$ cat src/rtl/conv_pkg.sv
// Shared state encoding, default sizes and accumulator sizing helper for the
// convolution MAC engine.
package conv_pkg;

  localparam int unsigned DEF_DATA_WIDTH = 8;
  localparam int unsigned DEF_KERNEL_LEN = 8;
  localparam int unsigned DEF_OUT_WIDTH  = 16;

  typedef enum logic [2:0] {
    IDLE = 3'd0,
    RUN  = 3'd1,
    MAC  = 3'd2,
    OUT  = 3'd3,
    DONE = 3'd4
  } conv_mac_state_t;

  // Full-precision sum of k products of two dw-bit unsigned values.
  function automatic int unsigned acc_width(input int unsigned dw, input int unsigned k);
    return (2 * dw) + int'($clog2(k));
  endfunction

endpackage

$ cat src/rtl/conv_sample_window.sv
// Sliding sample window: KERNEL_LEN-deep shift register with synchronous
// clear and a single indexed read port.
module conv_sample_window
  import conv_pkg::*;
#(
  parameter int unsigned DATA_WIDTH = DEF_DATA_WIDTH,
  parameter int unsigned KERNEL_LEN = DEF_KERNEL_LEN
) (
  input  logic                          clk,
  input  logic                          rst,
  input  logic                          clr,
  input  logic                          shift_en,
  input  logic [DATA_WIDTH-1:0]         shift_in,
  input  logic [$clog2(KERNEL_LEN)-1:0] rd_idx,
  output logic [DATA_WIDTH-1:0]         rd_data
);

  logic [DATA_WIDTH-1:0] win_q [KERNEL_LEN];

  // Newest sample enters at tap 0; older samples move toward tap K-1.
  always_ff @(posedge clk or posedge rst) begin
    if (rst) begin
      for (int k = 0; k < KERNEL_LEN; k++) win_q[k] <= '0;
    end else if (clr) begin
      for (int k = 0; k < KERNEL_LEN; k++) win_q[k] <= '0;
    end else if (shift_en) begin
      win_q[0] <= shift_in;
      for (int k = 1; k < KERNEL_LEN; k++) win_q[k] <= win_q[k-1];
    end
  end

  assign rd_data = win_q[rd_idx];

endmodule

$ cat src/rtl/conv_mac_engine.sv
// Sequential FIR convolution engine feeding the result register; one tap per
// cycle, auto zero-flush for N+K-1 outputs. CONV_MAC_SAT_EN adds saturation + sat_flag.
module conv_mac_engine
  import conv_pkg::*;
#(
  parameter int unsigned DATA_WIDTH = DEF_DATA_WIDTH,
  parameter int unsigned KERNEL_LEN = DEF_KERNEL_LEN,
  parameter int unsigned OUT_WIDTH  = DEF_OUT_WIDTH
) (
  input  logic                          clk,
  input  logic                          rst,
  input  logic                          coef_we,
  input  logic [$clog2(KERNEL_LEN)-1:0] coef_addr,
  input  logic [DATA_WIDTH-1:0]         coef_data,
  input  logic                          start,
  input  logic                          in_valid,
  output logic                          in_ready,
  input  logic [DATA_WIDTH-1:0]         in_data,
  input  logic                          in_last,
  output logic [OUT_WIDTH-1:0]          out_data,
  output logic                          out_en,
  output logic                          out_clr,
  output logic                          busy,
`ifdef CONV_MAC_SAT_EN
  output logic                          sat_flag,
`endif
  output logic                          done
);

  localparam int unsigned TAP_W  = $clog2(KERNEL_LEN);
  localparam int unsigned PROD_W = 2 * DATA_WIDTH;
  localparam int unsigned ACC_W  = acc_width(DATA_WIDTH, KERNEL_LEN);
  localparam logic [TAP_W-1:0] TAP_LAST = TAP_W'(KERNEL_LEN - 1);

  conv_mac_state_t state_q, state_d;

  logic [DATA_WIDTH-1:0] coef_q [KERNEL_LEN];
  logic [TAP_W-1:0]      tap_q, tap_d;
  logic [TAP_W-1:0]      flush_q, flush_d;
  logic [ACC_W-1:0]      acc_q, acc_d, acc_next;
  logic [PROD_W-1:0]     prod;
  logic                  last_q, last_d;
  logic [OUT_WIDTH-1:0]  out_data_q, out_data_d;
  logic                  in_ready_q, in_ready_d;
  logic                  out_en_q, out_en_d;
  logic                  out_clr_q, out_clr_d;
  logic                  busy_q, busy_d;
  logic                  done_q, done_d;
  logic                  sat_q, sat_d;

  logic                  win_clr, win_shift;
  logic [DATA_WIDTH-1:0] win_in, win_rd, coef_rd;

  conv_sample_window #(
    .DATA_WIDTH (DATA_WIDTH),
    .KERNEL_LEN (KERNEL_LEN)
  ) u_window (
    .clk      (clk),
    .rst      (rst),
    .clr      (win_clr),
    .shift_en (win_shift),
    .shift_in (win_in),
    .rd_idx   (tap_q),
    .rd_data  (win_rd)
  );

  assign coef_rd  = coef_q[tap_q];
  assign prod     = PROD_W'(coef_rd) * PROD_W'(win_rd);
  assign acc_next = acc_q + ACC_W'(prod);

  // Coefficient bank: writable only while idle, and a coincident start wins.
  always_ff @(posedge clk or posedge rst) begin
    if (rst) begin
      for (int k = 0; k < KERNEL_LEN; k++) coef_q[k] <= '0;
    end else if (state_q == IDLE && coef_we && !start && (32'(coef_addr) < KERNEL_LEN)) begin
      coef_q[coef_addr] <= coef_data;
    end
  end

  always_ff @(posedge clk or posedge rst) begin
    if (rst) state_q <= IDLE;
    else     state_q <= state_d;
  end

  always_comb begin
    state_d = state_q;
    case (state_q)
      IDLE: if (start) state_d = RUN;
      RUN:  if (in_valid && in_ready_q) state_d = MAC;
      MAC:  if (tap_q == TAP_LAST) state_d = OUT;
      OUT: begin
        if (!last_q)                  state_d = RUN;
        else if (flush_q == TAP_LAST) state_d = DONE;
        else                          state_d = MAC;
      end
      DONE:    state_d = IDLE;
      default: state_d = IDLE;
    endcase
  end

  // Datapath updates and strobes; strobes decode the upcoming state so they are registered.
  always_comb begin
    tap_d      = tap_q;
    flush_d    = flush_q;
    acc_d      = acc_q;
    last_d     = last_q;
    out_data_d = out_data_q;
    sat_d      = 1'b0;
    win_clr    = 1'b0;
    win_shift  = 1'b0;
    win_in     = '0;
    case (state_q)
      IDLE: begin
        if (start) begin
          win_clr = 1'b1;
          flush_d = '0;
          last_d  = 1'b0;
        end
      end
      RUN: begin
        if (in_valid && in_ready_q) begin
          win_shift = 1'b1;
          win_in    = in_data;
          acc_d     = '0;
          tap_d     = '0;
          last_d    = in_last;
        end
      end
      MAC: begin
        acc_d = acc_next;
        tap_d = tap_q + TAP_W'(1);
        if (tap_q == TAP_LAST) begin
          out_data_d = OUT_WIDTH'(acc_next);
`ifdef CONV_MAC_SAT_EN
          if ((acc_next >> OUT_WIDTH) != '0) begin
            out_data_d = '1;
            sat_d      = 1'b1;
          end
`endif
        end
      end
      OUT: begin
        // Zero-flush: push a zero sample without any input handshake.
        if (last_q && flush_q != TAP_LAST) begin
          win_shift = 1'b1;
          flush_d   = flush_q + TAP_W'(1);
          acc_d     = '0;
          tap_d     = '0;
        end
      end
      default: ;
    endcase
    in_ready_d = (state_d == RUN);
    out_en_d   = (state_d == OUT);
    out_clr_d  = (state_q == IDLE) && start;
    busy_d     = (state_d != IDLE);
    done_d     = (state_d == DONE);
  end

  always_ff @(posedge clk or posedge rst) begin
    if (rst) begin
      tap_q      <= '0;
      flush_q    <= '0;
      acc_q      <= '0;
      last_q     <= 1'b0;
      out_data_q <= '0;
      sat_q      <= 1'b0;
      in_ready_q <= 1'b0;
      out_en_q   <= 1'b0;
      out_clr_q  <= 1'b0;
      busy_q     <= 1'b0;
      done_q     <= 1'b0;
    end else begin
      tap_q      <= tap_d;
      flush_q    <= flush_d;
      acc_q      <= acc_d;
      last_q     <= last_d;
      out_data_q <= out_data_d;
      sat_q      <= sat_d;
      in_ready_q <= in_ready_d;
      out_en_q   <= out_en_d;
      out_clr_q  <= out_clr_d;
      busy_q     <= busy_d;
      done_q     <= done_d;
    end
  end

  assign in_ready = in_ready_q;
  assign out_data = out_data_q;
  assign out_en   = out_en_q;
  assign out_clr  = out_clr_q;
  assign busy     = busy_q;
  assign done     = done_q;
`ifdef CONV_MAC_SAT_EN
  assign sat_flag = sat_q;
`else
  logic unused_sat;
  assign unused_sat = sat_q;
`endif

endmodule

$ cat config.mk
export PLATFORM = sky130hd
export DESIGN_NAME = conv_mac_engine
export DESIGN_NICKNAME = d
export VERILOG_FILES = /design/src/rtl/conv_pkg.sv /design/src/rtl/conv_sample_window.sv /design/src/rtl/conv_mac_engine.sv
export SDC_FILE = /design/constraint.sdc
export NUM_CORES = 1
export LEC_CHECK = 0
export ABC_CLOCK_PERIOD_IN_PS = 7450
export CAP_MARGIN = 20
export CORE_ASPECT_RATIO = 1.1
export CORE_MARGIN = 10
export CORE_UTILIZATION = 50
export DETAILED_ROUTE_END_ITERATION = 12
export GPL_ROUTABILITY_DRIVEN = 0
export GPL_TIMING_DRIVEN = 0
export PLACE_DENSITY = 0.75
export RECOVER_POWER = 50
export SLEW_MARGIN = 20
export SYNTH_ARGS = -nofsm -noshare
export SYNTH_HDL_FRONTEND = slang
export SYNTH_SLANG_ARGS = --single-unit
$ cat constraint.sdc
create_clock -name clk -period 7.45 [get_ports clk]
set_clock_uncertainty 0.2 [all_clocks]
set_input_delay 1.49 -clock clk [delete_from_list [all_inputs] [get_ports clk]]
set_output_delay 1.49 -clock clk [all_outputs]
set_load 0.01 [all_outputs]
==> out/qor.csv <==
stage,metric,value,unit
timing,grt_setup_unrepaired,no,
cts,cts_resized,0,
final_layout,seqCellArea,4380,µm²
worst_setup_path,timing.rr.end,acc_q[10],
die,fp.dieW,156,µm
worst_setup_path,r2r_slack,900,ps
cts,cts_htree_levels,4,
final_layout,diodes,0,
grt,grt_max_degree,96,
route,drc_errors,0,
grt,grt_antenna_before_repair,0,
synth,synth_edf_count,0,
synth,ys_warn_count,0,
die,die_y,170,µm
final_layout,fin_nets,1116,
cts,clock-sinks,175,
final_layout,final_util,0.578,
timing,worstMarginPinSlew,3460,ps
grt,grt_pass1_vias,7192,
worst_setup_path,critPathCapture,acc_q[10],
worst_setup_path,reg2reg_depth,18,
worst_setup_path,arrival,6670,ps
grt,grt_overflow,0,
grt,grt_use_total,0.177,
synth,avgSynthCellArea,10.9,µm²
route,first_iter_violations,495,
worst_setup_path,crit_fanout,10,
final_layout,syn2layout_area_growth,12.7,%
synth,ys_ff_latch,175,
worst_setup_path,crit_start,tap_q[1],
route,wl_per_cell,17.7,µm
timing,timing.setup.tns,0,ps
pwr,power.density,342,nW/µm²
worst_setup_path,cp-start-kind,flop,
cts,clockRootBuffer,clkbuf_16,
synth,seq_area_frac_synth,0.429,
timing,max_freq,153,MHz
timing,post-route-period-util,0.879,
cts,numCtsBuffers,17,
cts,cts_setup_buffers,0,
placed_design,io_buffers,45,
final_layout,final_area,11500,µm²
timing,finalSetupViolCount,0,
placed_design,dp_hpwl,16.3,mm
cts,cts_tree,done,
cts,clock_latency,430,ps
final_layout,multi_input_area,5210,µm²
route,vias,7043,
min_path,hold_path_class,flop to flop,
timing,report.final.slew_viol_count,178,
pwr,p_leak,5.42,nW
die,io_pins,46,
worst_setup_path,cp-end-kind,flop,
synth,netlist_area,10200,µm²
route,drtAntennaViolNets,0,
status,violations,"max-capacitance violations, max-slew violations",
synth,postSynthCellCount,937,
final_layout,fillers,1641,
worst_setup_path,r2r-start,tap_q[1],
cts,clock_path_buffers,2,
route,firstDrtPassIters,5,
die,start_util,0.512,
placed_design,placed_area,11000,µm²
worst_setup_path,critical_path_class,flop to flop,
route,vias_per_cell,5.56,
cts,cts.clk_slew.worst_paths,70,ps
synth,synth_ff_type,dfrtp_1,
final_layout,drive_gt1_frac,0.129,
timing,period_minus_slack,6550,ps
status,status,finished with violations,
grt,grt_pass1_wl,37.8,mm
synth,synthDistinctLibCells,57,
worst_setup_path,cp_data_required_time,7570,ps
flow_run,drv_cap,2,
die,core_area,19900,µm²
final_layout,layout_common_cells,"175 x dfrtp_1, 165 x nand2_1, 100 x inv_1",
synth,async_reset_ff_frac,1.00,
route,totalWireLength,22.4,mm
timing,max_slew_margin,-1.32,
die,dieArea,26600,µm²
timing,hold_viol,0,
pwr,ir_drop,0.000159,V
synth,syn_nets,1051,
final_layout,final_common_cell,dfrtp_1,
die,rows,54,
cts,cts_hold_buf,0,
## sequential cells by signal, indices dropped and copies added, names as in the netlist
register and flops:
done 1, last_q 1, state_q 3, flush_q 3
tap_q 3, out_data 16, coef_q 64, busy 1
in_ready 1, out_en 1, out_clr 1, acc_q 16
u_window.win_q 64
## per-layer routing
layer	vias up	part of all wire	track usage
met4	0	0.015	0.0526
met3	31	0.044	0.0303
li1	3260	-	-
met5	-	0	0
met1	3583	0.43	0.226
met2	169	0.52	0.305
## through the flow
step / setup slack, ps / cells / hold WS (ps) / power, mW
floorplan: 1010 / 937 / 252 / 2.65
global placement: -1290 / 1234 / 259 / 3.07
detailed placement: 931 / 1235 / 263 / 3.12
CTS: 923 / 1266 / 278 / 3.97
global route: 378 / 1266 / 303 / 4.23
finish: 903 / 1266 / 273 / 3.93
## area by class of cell
| class | count | area share |
|---|---|---|
| multi-input cells | 613 | 0.453 |
| flip-flops and latches | 175 | 0.380 |
| repair buffers | 46 | 0.0396 |
| clock buffers | 19 | 0.0376 |
| inverters | 108 | 0.0353 |
| well taps | 252 | 0.0274 |
| plain buffers | 41 | 0.0180 |
| clock inverters | 12 | 0.00880 |
## how the worst min path moves through the flow
stage | startpoint | end | slack, ps | depth (start not counted)
floorplan | coef_q[48] | coef_q[48] | 250 | 1
global placement | out_data[0] | out_data[0] | 260 | 2
detailed placement | out_data[0] | out_data[0] | 260 | 2
CTS | out_data[0] | out_data[0] | 280 | 2
global route | coef_q[25] | coef_q[25] | 300 | 1
finish | out_data[0] | out_data[0] | 270 | 2
## worst max-delay path: stages, from the launching register on
cell and delay (ps):
dfrtp_1 370, buf_2 260, buf_2 350, buf_4 290, mux4_2 330, mux2i_2 530
nor2_1 170, fa_1 560, inv_1 60, fa_1 510, fa_1 520, fa_1 540
inv_1 40, ha_1 350, and2_1 180, a221oi_2 390, a21oi_1 140, or3_1 380
a32o_1 260
## power by group
group | internal, mW | switching (mW)
combinational | 0.712 | 1.05
sequential | 1.20 | 0.143
clock | 0.434 | 0.397
total | 2.35 | 1.59
## kinds of logic (layout without fill, tap and decap cells)
kind of cell	count (synthesis)	count (layout)	synth area share
adders and majority gates	89	89	0.146
buffers and inverters	149	226	0.0604
AOI/OAI and AO/OA	130	130	0.0794
xor gates and xnor gates	9	9	0.00772
muxes	112	112	0.162
and+or+nand+nor	273	273	0.116
DFF	175	175	0.429
## cells in the mapped netlist (3+ instances only)
library cell / instances / share of area
nor2_1: 55 / 0.020
buf_1: 3 / 0.0011
mux2i_2: 13 / 0.018
clkbuf_1: 12 / 0.0044
mux2_2: 19 / 0.021
a21o_1: 6 / 0.0044
fa_1: 50 / 0.098
xnor2_1: 4 / 0.0034
buf_2: 19 / 0.0093
nor3_1: 3 / 0.0015
inv_2: 8 / 0.0029
a21oi_1: 67 / 0.033
and2_1: 6 / 0.0037
o31ai_1: 3 / 0.0022
a22o_1: 13 / 0.011
mux2_1: 48 / 0.053
a211o_1: 4 / 0.0034
inv_1: 100 / 0.037
buf_4: 5 / 0.0037
nand2b_1: 7 / 0.0043
o21ai_0: 14 / 0.0069
xor2_1: 5 / 0.0043
mux4_2: 32 / 0.071
nand2_2: 3 / 0.0018
or2_1: 11 / 0.0067
dfrtp_1: 175 / 0.43
nand2_1: 163 / 0.060
nand3_1: 7 / 0.0034
or3_1: 3 / 0.0018
ha_1: 39 / 0.048
o22ai_1: 4 / 0.0024
Note: power is estimated with default switching activity, not from simulation.
